`src/rtl/hazard_call_injector_pkg.sv`:
```
// Shared constants for the hazard CALL injector: opcode, FSM encoding,
// instruction field positions and the CALL word builder.
package hazard_call_injector_pkg;

  localparam logic [7:0] CALL_OPCODE_DEF = 8'hC4;

  localparam int OPC_MSB = 31;
  localparam int OPC_LSB = 24;
  localparam int VEC_MSB = 15;
  localparam int VEC_LSB = 0;

  localparam logic [1:0] ST_IDLE    = 2'd0;
  localparam logic [1:0] ST_INJECT  = 2'd1;
  localparam logic [1:0] ST_HANDLER = 2'd2;

  // Bits [23:16] are reserved and always zero in a synthesized CALL.
  function automatic logic [31:0] make_call(input logic [7:0] opc, input logic [15:0] vec);
    logic [31:0] w;
    w = '0;
    w[OPC_MSB:OPC_LSB] = opc;
    w[VEC_MSB:VEC_LSB] = vec;
    return w;
  endfunction

endpackage

```
`src/rtl/hazard_call_injector_if.sv`:
```
// Fetch-side handshake between the CALL injector (master) and the fetch mux (slave).
interface hazard_call_injector_if;
  logic        sel;
  logic [31:0] hazard_call_instruction;
  logic        stall;
  logic        flush;
  logic        ret_done;

  modport master (
    output sel, hazard_call_instruction,
    input  stall, flush, ret_done
  );

  modport slave (
    input  sel, hazard_call_instruction,
    output stall, flush, ret_done
  );
endinterface

```
`src/rtl/hazard_prio_enc.sv`:
```
// Lowest-set-bit priority encoder: index 0 wins.
module hazard_prio_enc #(
  parameter int NUM_SRC = 8,
  parameter int IDX_W   = 3
) (
  input  logic [NUM_SRC-1:0] req_i,
  output logic               valid_o,
  output logic [IDX_W-1:0]   idx_o
);

  always_comb begin
    valid_o = |req_i;
    idx_o   = '0;
    for (int i = NUM_SRC - 1; i >= 0; i--) begin
      if (req_i[i]) idx_o = IDX_W'(i);
    end
  end

endmodule

```
`src/rtl/hazard_call_injector.sv`:
```
// Latches hazard request edges and injects a CALL to the winning source's vector.
// Define HAZARD_NEST_EN to allow higher-priority sources to preempt an active handler.
module hazard_call_injector
  import hazard_call_injector_pkg::*;
#(
  parameter int          NUM_SRC      = 8,
  parameter logic [7:0]  CALL_OPCODE  = CALL_OPCODE_DEF,
  parameter logic [15:0] VECTOR_BASE  = 16'h0040,
  parameter int          VECTOR_SHIFT = 4,
  parameter int          MAX_DEPTH    = 4
) (
  input  logic                   clk,
  input  logic                   rst_n,
  input  logic [NUM_SRC-1:0]     hazard_req,
  input  logic                   global_en,
  hazard_call_injector_if.master fif,
  output logic [NUM_SRC-1:0]     hazard_ack,
  output logic                   in_handler
);

  localparam int IDX_W   = (NUM_SRC > 1) ? $clog2(NUM_SRC) : 1;
  localparam int DEPTH_W = $clog2(MAX_DEPTH + 1);
  localparam logic [NUM_SRC-1:0] SRC_ONE = NUM_SRC'(1);

  logic [1:0]         state_q, state_d;
  logic [NUM_SRC-1:0] pend_q, pend_d;
  logic [NUM_SRC-1:0] prev_q;
  logic [IDX_W-1:0]   idx_q, idx_d;
  logic [DEPTH_W-1:0] depth_q, depth_d;
  logic               sel_q, sel_d;
  logic [31:0]        instr_q, instr_d;
  logic [NUM_SRC-1:0] ack_q, ack_d;
  logic               inh_q, inh_d;

  logic               pend_vld;
  logic [IDX_W-1:0]   pend_idx;
  logic               accept;
  logic               preempt_ok;
  logic [NUM_SRC-1:0] clr;
  logic [15:0]        vec_d;

  hazard_prio_enc #(
    .NUM_SRC (NUM_SRC),
    .IDX_W   (IDX_W)
  ) u_enc (
    .req_i   (pend_q),
    .valid_o (pend_vld),
    .idx_o   (pend_idx)
  );

`ifdef HAZARD_NEST_EN
  localparam logic [DEPTH_W-1:0] DEPTH_MAX = DEPTH_W'(MAX_DEPTH);

  logic [MAX_DEPTH-1:0][IDX_W-1:0] stack_q, stack_d;
  logic [IDX_W-1:0]                top_idx;

  // The stack holds every source whose CALL has been accepted; top = newest.
  always_comb begin
    top_idx = '0;
    stack_d = stack_q;
    for (int k = 0; k < MAX_DEPTH; k++) begin
      if (depth_q == DEPTH_W'(k + 1)) top_idx = stack_q[k];
      if (accept && depth_q == DEPTH_W'(k)) stack_d[k] = idx_q;
    end
  end

  always_ff @(posedge clk) begin
    if (!rst_n) stack_q <= '0;
    else        stack_q <= stack_d;
  end

  assign preempt_ok = global_en && pend_vld && (depth_q < DEPTH_MAX) && (pend_idx < top_idx);
`else
  assign preempt_ok = 1'b0;
`endif

  always_comb begin
    state_d = state_q;
    idx_d   = idx_q;
    depth_d = depth_q;
    accept  = 1'b0;
    clr     = '0;
    ack_d   = '0;
    case (state_q)
      ST_IDLE: begin
        if (global_en && pend_vld) begin
          idx_d   = pend_idx;
          state_d = ST_INJECT;
        end
      end
      ST_INJECT: begin
        // flush and stall both keep the word up; only a clean cycle consumes it.
        if (!fif.flush && !fif.stall) begin
          accept  = 1'b1;
          clr     = SRC_ONE << idx_q;
          ack_d   = SRC_ONE << idx_q;
          depth_d = depth_q + 1'b1;
          state_d = ST_HANDLER;
        end
      end
      ST_HANDLER: begin
        if (fif.ret_done) begin
          depth_d = depth_q - 1'b1;
          if (depth_q == DEPTH_W'(1)) state_d = ST_IDLE;
        end else if (preempt_ok) begin
          idx_d   = pend_idx;
          state_d = ST_INJECT;
        end
      end
      default: state_d = ST_IDLE;
    endcase
  end

  // A new edge on the bit being acknowledged survives the clear.
  assign pend_d  = (pend_q & ~clr) | (hazard_req & ~prev_q);
  assign vec_d   = VECTOR_BASE + (16'(idx_d) << VECTOR_SHIFT);
  assign sel_d   = (state_d == ST_INJECT);
  assign instr_d = sel_d ? make_call(CALL_OPCODE, vec_d) : 32'h0;
  assign inh_d   = (depth_d != '0);

  always_ff @(posedge clk) begin
    if (!rst_n) begin
      state_q <= ST_IDLE;
      pend_q  <= '0;
      prev_q  <= '0;
      idx_q   <= '0;
      depth_q <= '0;
      sel_q   <= 1'b0;
      instr_q <= 32'h0;
      ack_q   <= '0;
      inh_q   <= 1'b0;
    end else begin
      state_q <= state_d;
      pend_q  <= pend_d;
      prev_q  <= hazard_req;
      idx_q   <= idx_d;
      depth_q <= depth_d;
      sel_q   <= sel_d;
      instr_q <= instr_d;
      ack_q   <= ack_d;
      inh_q   <= inh_d;
    end
  end

  assign fif.sel                     = sel_q;
  assign fif.hazard_call_instruction = instr_q;
  assign hazard_ack                  = ack_q;
  assign in_handler                  = inh_q;

endmodule

```
`src/flat_wrapper.sv`:
```
// flat-port wrapper written by rule: the top's interface ports become plain ports
module hazard_call_injector_flat import hazard_call_injector_pkg::*;
#(
  parameter int          NUM_SRC      = 8,
  parameter logic [7:0]  CALL_OPCODE  = CALL_OPCODE_DEF,
  parameter logic [15:0] VECTOR_BASE  = 16'h0040,
  parameter int          VECTOR_SHIFT = 4,
  parameter int          MAX_DEPTH    = 4
)
  (clk, rst_n, hazard_req, global_en, hazard_ack, in_handler, fif_sel, fif_hazard_call_instruction, fif_stall, fif_flush, fif_ret_done);
  hazard_call_injector_if fif_i ();
  input  logic clk;
  input  logic rst_n;
  input  logic [NUM_SRC-1:0] hazard_req;
  input  logic global_en;
  output logic [NUM_SRC-1:0] hazard_ack;
  output logic in_handler;
  output wire logic [$bits(fif_i.sel)-1:0] fif_sel;
  output wire logic [$bits(fif_i.hazard_call_instruction)-1:0] fif_hazard_call_instruction;
  input wire logic [$bits(fif_i.stall)-1:0] fif_stall;
  input wire logic [$bits(fif_i.flush)-1:0] fif_flush;
  input wire logic [$bits(fif_i.ret_done)-1:0] fif_ret_done;
  assign fif_sel = fif_i.sel;
  assign fif_hazard_call_instruction = fif_i.hazard_call_instruction;
  assign fif_i.stall = fif_stall;
  assign fif_i.flush = fif_flush;
  assign fif_i.ret_done = fif_ret_done;
  hazard_call_injector #(.NUM_SRC(NUM_SRC), .CALL_OPCODE(CALL_OPCODE), .VECTOR_BASE(VECTOR_BASE), .VECTOR_SHIFT(VECTOR_SHIFT), .MAX_DEPTH(MAX_DEPTH)) u_core (.clk(clk), .rst_n(rst_n), .hazard_req(hazard_req), .global_en(global_en), .fif(fif_i), .hazard_ack(hazard_ack), .in_handler(in_handler));
endmodule
```
`config.mk`:
```
export PLATFORM = sky130hd
export DESIGN_NAME = hazard_call_injector_flat
export DESIGN_NICKNAME = d
export VERILOG_FILES = /design/src/rtl/hazard_call_injector_pkg.sv /design/src/rtl/hazard_call_injector_if.sv /design/src/rtl/hazard_prio_enc.sv /design/src/rtl/hazard_call_injector.sv /design/src/flat_wrapper.sv
export SDC_FILE = /design/constraint.sdc
export NUM_CORES = 1
export LEC_CHECK = 0
export BUFFER_PORTS_ARGS = -buffer_cell sky130_fd_sc_hd__buf_2
export CORE_MARGIN = 10
export CORE_UTILIZATION = 40
export DETAILED_ROUTE_END_ITERATION = 10
export GPL_ROUTABILITY_DRIVEN = 1
export GPL_TIMING_DRIVEN = 1
export PLACE_DENSITY = 0.66
export RECOVER_POWER = 25
export SETUP_SLACK_MARGIN = 0.05
export SYNTH_ARGS = -nofsm -noshare
export SYNTH_HDL_FRONTEND = slang
export SYNTH_SLANG_ARGS = --single-unit
```
`constraint.sdc`:
```
create_clock -name clk -period 4.2 [get_ports clk]
set_input_delay 0.84 -clock clk [delete_from_list [all_inputs] [get_ports clk]]
set_output_delay 0.84 -clock clk [all_outputs]
set_load 0.01 [all_outputs]
```
==> run metrics, run 1 <==
Final setup viols=0; Cell Area, Synth=roughly 1800 sq um; post-synthesis cell type count=40; critical path launch point type=primary input; post-DP HPWL=approximately 2.8 mm; IO buf count=30; maximum VDD drop=approximately 150 uV; critical path capture point type=flop; First-pass DRT Iterations=4; commonest non-fill, non-tap cell in the layout=dfxtp_1; clk sinks=38; Max FO, Critical Path=28; #FFs+latches synth=38; post-synthesis average cell area=approximately 9.3 sq um; Met1 Routed Length=approximately 1.4 mm; cells after synthesis=between 150 and 200; 1st-iter DRT viols=just over 90; row count=24; GRT overflow=0; Setup Fix Bufs, Post-CTS=0; largest net degree at the start of global routing=29; layout cell share with drive strength beyond 1=~20%; vias in the first global route=roughly 1.3k; ANT cells=0; drc violations=0; core area=~4400 sq um; P_leak=approximately 0.89 nW; via density per instance=about 4.7; Hold Vio Cnt, Final=0; Starting Density=between 40% and 50%; slew margin rel.=37.39%; fin area=1979 sq um; Num CTS Buffers=5; area of the multi-input gates=roughly 870 sq um; initial antenna violation count=0; WL/cell=about 12 um; Seq/Total Area, Yosys=between 40% and 50%; Reg area=~760 sq um; metal3 WL=366 um; Fillers=448; leading cell types in the layout, fill and taps excluded=dfxtp_1 (38), buf_2 (29), conb_1 (25), nor2_1 (13), nand2_1 (11); TritonCTS clock tree=done; Post-Layout Cell Count=277; antenna violation net count after detailed routing=0; clk root buf=clkbuf_8; worst skew pair latency=0.28 ns; DIE AREA=7589 sq um; met2 wire len=about 1.6 mm; Setup Skew=about 0.0052 ns; Final nets=roughly 250; critical path class=primary input to flop; GP Congestion=approximately 0.8; minimum clock period=slightly below 2 ns; Ys Warns=0; die width=slightly below 90 um; Slew Viols, Final=0; PD cells=approximately 390 nW/um^2; setup TNS=0 ns; clock-pin slew on the worst setup and hold paths=0.07 ns; placed instance area=between 1500 and 2000 sq um; Die Height=approximately 87 um; Required @ worst endpoint=4.41 ns; I/O pin count=56; area delta synth->final=9.861%; fin crit share=between 40% and 50%; Top Metal Used=met4; dpl cells=roughly 270; overall routed net length=about 3.4 mm; hold_buf cts=0; status=finished clean; Worst Path Arrival=~2.2 ns; Max-Cap Viols=0; Worst-Margin Slew=0.9392 ns; RSZ-0062 raised after global routing=false; Post-CTS Resized=0; total track usage=under 10%; first-pass GRT wire length=~5.6 mm; f_max=507.8 MHz; vias post-DR=about 1.3k; clock tree buffer depth=2; depth of the CTS H-tree=2; Hold Path Class=flop to flop
## metal layers
layer  vias up  GRT usage [%]
met5         -              0
met2        46          14.86
met3         5          3.464
met4         0          4.348
li1        658              -
met1       595          9.612
## final timing paths
kind                                        start                                    end  slack [ns]  cells past startpoint
worst max-delay path                        rst_n  u_core.fif.hazard_call_instruction[7]        2.23                      4
worst min-delay path             u_core.prev_q[4]                       u_core.pend_q[4]        0.48                      2
worst max register to register  u_core.state_q[0]                       u_core.pend_q[0]        2.34                      5
worst min register to register   u_core.prev_q[4]                       u_core.pend_q[4]        0.48                      2
## sequential cells by signal (all words and copies together) (netlist names)
name	cells
u_core.hazard_ack	8
u_core.pend_q	8
u_core.prev_q	8
u_core.fif.hazard_call_instruction	5
u_core.depth_q	3
u_core.idx_q	3
u_core.state_q	2
u_core.in_handler	1
## metrics by stage
stage          power [mW]  hold WS, ns  worst slack [ns]  utilization (%)
2_1_floorplan      0.5054       0.4613             2.314                -
3_3_place_gp       0.5155       0.4686             2.113            43.30
3_5_place_dp       0.5178       0.4723             2.096            43.30
4_1_cts            0.7728       0.4832             2.339            45.49
5_1_grt            0.8035       0.4981             1.997            45.46
6_report           0.7623       0.4786             2.231            45.46
## kinds of logic after synthesis
kind of cell | synth area share [%]
compound gates | 15.14
fa+ha+maj | 4.861
buf+inv | 14.38
flops | 42.22
mux | 0.5556
other cells | 0.2081
simple gates | 22.64
## power by group
group | internal (mW) | switching (mW) | leakage (nW)
logic | 0.0452 | 0.0648 | 0.532
clock network | 0.132 | 0.121 | 0.0472
registers | 0.381 | 0.0184 | 0.312
## cell usage after synthesis, drive strengths merged
| cell | n | area [sq um] |
|---|---|---|
| a211o | 1 | 8.760 |
| a211oi | 2 | 15.01 |
| a21bo | 1 | 10.01 |
| a21boi | 10 | 75.07 |
| a21o | 1 | 7.510 |
| a21oi | 2 | 10.01 |
| a221o | 1 | 11.26 |
| a221oi | 2 | 23.77 |
| a2bb2oi | 1 | 8.760 |
| a41oi | 1 | 8.760 |
| and2 | 12 | 75.07 |
| buf | 28 | 210.2 |
| clkbuf | 3 | 11.26 |
| conb | 1 | 3.750 |
| dfxtp | 38 | 760.7 |
| ha | 7 | 87.58 |
| inv | 10 | 37.54 |
| mux2i | 1 | 10.01 |
| nand2 | 11 | 41.29 |
| nand2b | 10 | 62.56 |
| nand3 | 7 | 35.03 |
| nand3b | 3 | 22.52 |
| nand4 | 1 | 6.260 |
| nor2 | 13 | 48.80 |
| nor2b | 2 | 12.51 |
| nor3 | 2 | 10.01 |
| nor3b | 2 | 20.02 |
| nor4 | 2 | 42.54 |
| o211ai | 1 | 7.510 |
| o21ai | 12 | 60.06 |
| o221ai | 1 | 8.760 |
| o22a | 1 | 8.760 |
| o311ai | 1 | 8.760 |
| or3 | 1 | 11.26 |
| or3b | 2 | 20.02 |
## critical path, stage by stage
cell      delay [ns]
clkbuf_1        0.68
nor2b_1         0.24
o221ai_1        0.19
nor3b_1         0.22
## final cells by class
class	instances	share of cell area, %
Timing Repair Buffer	30	7.522
Sequential cell	38	38.43
Clock buffer	6	4.172
Tap cell	52	3.287
Multi-Input combinational cell	139	44.06
Clock inverter	2	0.6321
Inverter	10	1.896
(Power assumes the default switching activity.)
==> run 2, diff against run 1 <==
Settings changed: ABC_AREA set to 1.
Clock period 4.2 ns to 1.9 ns, I/O delays scaled along.
==> run 2 against run 1 <==
  * Critical path depth rose by 3
  * First-iteration DRC count up 3.3%
  * Synthesized area shrank 2.5%
  * Synthesized cell count increased by 19%
  * Clock power increased by 98%
  * Wire length increased by 0.18%
  * Total power is 110% higher
  * Non-clock buffer count increased by 2
  * Global-route usage increased by 0.48 points
  * Via count rose by 2.1%
  * Sequential cell count unchanged
  * Utilization down 0.79 points
==> run metrics, run 2 <==
status=finished clean; worst skew pair latency=0.28 ns (about the same); die width=86.27 um (-0.97%); Slew Viols, Final=0 (unchanged); cells after synthesis=231 (+19%); 1st-iter DRT viols=95 (+3.3%); commonest non-fill, non-tap cell in the layout=nand2_1; cell with the most instances after synthesis=nand2_1; I/O pin count=56 (unchanged); clock-pin slew on the worst setup and hold paths=0.06 ns (about the same); layout cell share with drive strength beyond 1=13.69% (-6.3 points); clock tree buffer depth=2 (unchanged); fin area=1918 sq um (-3.1%); ys async rst share=0% (unchanged); Required @ worst endpoint=2.07 ns (-2.34 ns); GRT overflow=0 (unchanged); clk sinks=38 (unchanged); RSZ-0062 raised after global routing=false; post-synthesis cell type count=23 (-43%); depth of the CTS H-tree=2 (unchanged); largest family of logic cells by synthesized area=simple AND/OR/NAND/NOR gates; Max-Cap Viols=0 (unchanged); post-synth top area share=43.30% (+1.1 points); Num CTS Buffers=5 (unchanged); Worst-Margin Slew=0.8322 ns (-0.1070 ns); setup TNS=0 ns (unchanged); IO buf count=30 (unchanged); Final setup viols=0 (unchanged); row count=24 (unchanged); Final nets=284 (+16%); vias post-DR=1331 (+2.1%); Synth Area in Adders=4.986% (+0.12 points); post-synthesis average cell area=7.605 sq um (-18%); Synth Area in Compound Gates=6.553% (-8.6 points); total track usage=9.385% (+0.48 points); Hold Path Class=primary input to flop; synth cell count leaders=nand2_1 (51), dfxtp_1 (38), inv_1 (36); clk root buf=clkbuf_8; critical path launch point type=flop; First-pass DRT Iterations=5 (+1); post-DP HPWL=2.784 mm (+0.98%); placed instance area=1853 sq um (-1.7%); TritonCTS clock tree=done; overall routed net length=3.413 mm (+0.18%); hold path cells=3 (+1); drc violations=0 (unchanged); Worst R2R Path Depth=7 (+2); critical path capture point type=flop; Seq/Total Area, Yosys=43.30% (+1.1 points); leading cell types in the layout, fill and taps excluded=nand2_1 (51), dfxtp_1 (38), inv_1 (36), nor2_1 (25), conb_1 (25); GP Congestion=0.8572 (+8.2%); Hold Vio Cnt, Final=0 (unchanged); WL/cell=10.83 um (-12%); Post-Layout Cell Count=315 (+14%); P_leak=1.035 nW (+16%); Layout Utilization=44.67% (-0.79 points); largest area contributor in the netlist=dfxtp_1; Max FO, Critical Path=5 (-82%); HP Start=hazard_req[5]; Ys Warns=0 (unchanged); area delta synth->final=9.188%; via density per instance=4.225 (-10%); hold_buf cts=0 (unchanged); fin crit share=approximately four fifths; mux cell area share after synthesis=0% (-0.56 points); core area=4294 sq um (-1.4%); flop-to-flop setup slack=0.41 ns (-1.93 ns); dpl cells=308 (+14%); hold endpoint=u_core.prev_q[5]; main area contributors after synthesis=dfxtp_1 (43%), buf_4 (12%), nand2_1 (11%); largest net degree at the start of global routing=20 (-31%); Synth Area in Simple Gates=24.50% (+1.9 points); Die Height=86.27 um (-0.97%); first-pass GRT wire length=5.809 mm (+4.1%); ANT cells=0 (unchanged); Cell Area, Synth=1757 sq um (-2.5%); Post-CTS Resized=0 (unchanged); Worst Path Arrival=1.66 ns (-0.52 ns); maximum VDD drop=363.1 uV (+140%); Post-synth EDFFs=0 (unchanged); f_max=~670 MHz; Synth Flop Type=dfxtp_1; Starting Density=40.91% (-0.47 points); worst r2r src=u_core.state_q[1]; antenna violation net count after detailed routing=0 (unchanged); Setup Fix Bufs, Post-CTS=0 (unchanged); minimum clock period=approximately 1.5 ns; r2r endpoint=u_core.pend_q[5]; initial antenna violation count=0 (unchanged); critical path class=flop to flop; Setup Skew=0.004715 ns (-0.0004623 ns); DIE AREA=7443 sq um (-1.9%); #FFs+latches synth=38 (unchanged); Synth Area in XOR/XNOR=0% (unchanged); vias in the first global route=1362 (+6.6%); PD cells=853.7 nW/um^2 (+120%); slew margin rel.=44.52% (+7.1 points)
run 2: per-stage QoR:
stage	hold WS (ns)	worst slack, ns	power [mW]
final	0.2884	0.4109	1.638
after global routing	0.2955	0.2821	1.742
after CTS	0.2856	0.4323	1.656
after detailed placement	0.4072	0.4303	1.157
after global placement	0.4017	0.4630	1.153
after floorplan	0.3988	0.6402	1.130
run 2: area by class of cell:
class / count / area, sq um
inverter: 36 / 135.1
tap: 52 / 65.06
multi-input combinational: 150 / 726.9
clock buffer: 7 / 76.32
timing repair buffer: 32 / 153.9
sequential: 38 / 760.7
fill: 457 / 2376
run 2: power breakdown:
part           switching (mW)  internal [mW]
Combinational           0.173         0.0911
Clock                   0.247          0.252
Sequential             0.0273          0.846
Total                   0.448           1.19
run 2: worst max-delay path by stage:
stage	from	to	slack (ns)
after floorplan	u_core.state_q[0]	u_core.in_handler	0.64
after detailed placement	fif_stall	u_core.pend_q[1]	0.43
after CTS	u_core.state_q[1]	u_core.pend_q[5]	0.43
after global routing	u_core.state_q[1]	u_core.pend_q[0]	0.28
after global placement	fif_stall	u_core.pend_q[5]	0.46
final	u_core.state_q[1]	u_core.pend_q[5]	0.41
run 2: per-layer routing:
metal / share of wire, % / wire, um / up-vias / global-route usage [%]
met4: 1.6 / 54 / 0 / 3.093
met5: 0 / 0 / - / 0
met2: 43 / 1481 / 48 / 15.01
met1: 43 / 1480 / 564 / 9.879
met3: 12 / 396 / 6 / 6.004
li1: - / - / 713 / -
run 2: cell families (layout without fill, tap and decap cells):
group | after synthesis | count (layout)
adders and majority gates | 7 | 7
other | 1 | 25
and+or+nand+nor | 99 | 99
buffers and inverters | 67 | 75
AOI/OAI and AO/OA | 19 | 19
DFF | 38 | 38
run 2: worst max-delay path, cell delays in order (launching register included):
cell     delay (ns)
dfxtp_1        0.33
inv_1          0.10
ha_1           0.23
nand2_1        0.16
nor2_1         0.23
nand2_1        0.14
nand3_1        0.09
o21ai_0        0.10
==> run 3, diff against run 2 <==
Settings changed: ABC_AREA 1 to 0, PLACE_DENSITY 0.66 to 0.68.
Clock period 1.9 ns to 1.36 ns, I/O delays scaled along.
==> run 3 against run 2 <==
  * The run now ends with negative setup slack left
  * Clock-buffer cell count shrank 2
  * Sequential share of layout area shrank 7.7 points
  * Final cell count shrank 0.95%
  * Register-to-register slack lost 0.69 ns
  * Critical path depth grew 1
  * Cell area grew 26%
  * Die area grew 2.0%
  * Hold slack lost 0.084 ns
  * Worst setup slack lost 0.69 ns
  * Sequential cell count is the same
  * Wire length grew 22%
  * Utilization grew 11 points
  * Critical endpoint is now u_core.state_q[1]
  * Highest routed layer unchanged
==> run metrics, run 3 (synthesized netlist as in run 1, its figures left out) <==
status=complete, but fails checks; failing checks=negative setup slack; I/O pin count=56 (unchanged); WL/cell=13.31 um (+23%); Final nets=281 (-1.1%); Max-Cap Viols=0 (unchanged); fin crit share=120.6% (+42 points); IO buf count=30 (unchanged); P_leak=1.089 nW (+5.3%); ANT cells=0 (unchanged); worst skew pair latency=0.28 ns (about the same); row count=24 (unchanged); Final setup viols=29 (+29); 1st-iter DRT viols=92 (-3.2%); Required @ worst endpoint=1.54 ns (-0.53 ns); DIE AREA=7589 sq um (+2.0%); worst path cell trace=inv_2 -> buf_4 -> buf_6 -> ha_4 -> a221oi_2 -> a221oi_2 -> buf_4 -> and2_4; overall routed net length=4.153 mm (+22%); First-pass DRT Iterations=4 (-1); RSZ-0062 raised after global routing=true; Slew Viols, Final=0 (unchanged); hold endpoint=u_core.prev_q[5]; worst slack at placement=-0.2173 ns (-0.6475 ns); r2r endpoint=u_core.state_q[1]; TritonCTS clock tree=done; Hold Vio Cnt, Final=0 (unchanged); Post-Layout Cell Count=312 (-0.95%); worst r2r src=u_core.state_q[1]; GRT overflow=0 (unchanged); post-route setup slack=-0.2808 ns (-0.6917 ns); flop-to-flop setup slack=-0.28 ns (-0.69 ns); area delta synth->final=34.24%; Die Height=87.12 um (+0.98%); drc violations=0 (unchanged); GP Congestion=0.8233 (-4.0%); first-pass GRT wire length=6.320 mm (+8.8%); Num CTS Buffers=5 (unchanged); Fillers=396 (-13%); vias in the first global route=1445 (+6.1%); Worst R2R Path Depth=8 (+1); clock-pin slew on the worst setup and hold paths=0.08 ns (+0.02 ns); Layout Utilization=55.55% (+11 points); initial antenna violation count=0 (unchanged); Worst Path Arrival=1.83 ns (+0.17 ns); Max FO, Critical Path=6 (+1); post-DP HPWL=3.066 mm (+10%); commonest non-fill, non-tap cell in the layout=dfxtp_1; PD cells=1037 nW/um^2 (+21%); Setup Skew=0.008735 ns (+0.004020 ns); die width=87.12 um (+0.98%); depth of the CTS H-tree=2 (unchanged); Max stage delay on crit path=0.34 ns (about the same); setup TNS=-4.384 ns (-4.384 ns); clk sinks=38 (unchanged); HP Start=hazard_req[5]; via density per instance=4.647 (+10%); antenna violation net count after detailed routing=0 (unchanged); critical path capture point type=flop; critical path class=flop to flop; leading cell types in the layout, fill and taps excluded=dfxtp_1 (33), buf_4 (31), buf_2 (29), conb_1 (25); core area=4354 sq um (+1.4%); final hold slack=0.2045 ns (-0.08389 ns); layout cell share with drive strength beyond 1=42.31% (+29 points); vias post-DR=1450 (+8.9%); largest net degree at the start of global routing=15 (-25%); maximum VDD drop=460.5 uV (+27%); critical path launch point type=flop; clk root buf=clkbuf_8; total track usage=10.11% (+0.72 points); minimum clock period=1.641 ns (+0.1517 ns); hold_buf cts=0 (unchanged); f_max=609.5 MHz (-9.2%); clock tree buffer depth=2 (unchanged); Hold Path Class=primary input to flop; Crit-path slowest cell=dfxtp_2; hold path cells=2 (-1); Starting Density=41.38% (+0.47 points); dpl cells=299 (-2.9%)
[run 3: cell types whose count changed in the layout (fill, tap and decap cells not counted), sizes merged, moves of 3 or more]
cell | before | now
a21boi | 1 | 10
a21oi | 5 | 2
and2 | 0 | 12
buf | 25 | 64
clkbuf | 14 | 7
inv | 36 | 10
nand2 | 53 | 11
nand2b | 0 | 10
nand3 | 15 | 7
nor2 | 27 | 13
[run 3: worst max-delay path by stage]
stage                      start  cells past startpoint                end
5_1_grt        u_core.state_q[1]                      8  u_core.state_q[1]
2_1_floorplan  u_core.state_q[1]                      6   u_core.pend_q[0]
6_report       u_core.state_q[1]                      8  u_core.state_q[1]
3_5_place_dp   u_core.state_q[1]                      6   u_core.pend_q[0]
4_1_cts        u_core.state_q[1]                      6   u_core.pend_q[2]
3_3_place_gp   u_core.state_q[1]                      6   u_core.pend_q[0]
[run 3: timing repair]
| action | 4_1_cts | 5_1_grt |
|---|---|---|
| cloned | 0 | 0 |
| setup buffers | 3 | 3 |
| setup endpoints to repair | 30 | 30 |
| gates resized for setup | 23 | 16 |
| pin swaps | 14 | 9 |
[run 3: stage by stage]
| stage | power, mW | cell area [sq um] |
|---|---|---|
| after global placement | 1.691 | 2152 |
| after detailed placement | 1.699 | 2152 |
| after floorplan | 1.570 | 1933 |
| after global routing | 2.626 | 2419 |
| final | 2.507 | 2419 |
| after CTS | 2.462 | 2336 |
[run 3: layout make-up]
class	instances	area, sq um	area share (%)
timing repair buffer	66	430.4	17.80
inverter	10	37.54	1.552
tap	52	65.06	2.690
clock inverter	2	10.01	0.4139
sequential	38	772.0	31.92
clock buffer	5	68.82	2.845
multi-input combinational	139	1035	42.78
[run 3: layer usage]
layer / track usage (%) / part of all wire, % / up-vias
li1: - / - / 732
met1: 11.91 / 41 / 666
met2: 16.59 / 48 / 48
met3: 3.090 / 9.5 / 4
met4: 4.203 / 1.3 / 0
met5: 0 / 0 / -
[run 3: critical path: cells and delay by family, from the launching register on]
| kind | cells | cell delay [ns] |
|---|---|---|
| buf+inv | 4 | 0.45 |
| fa+ha+maj | 1 | 0.17 |
| flops | 1 | 0.34 |
| compound gates | 2 | 0.42 |
| simple gates | 1 | 0.16 |
[run 3: where the power goes]
group	internal (mW)	switching [mW]	leakage (nW)
clock network	0.344	0.370	0.0438
registers	1.18	0.0509	0.315
logic	0.275	0.290	0.730
total	1.80	0.712	1.09
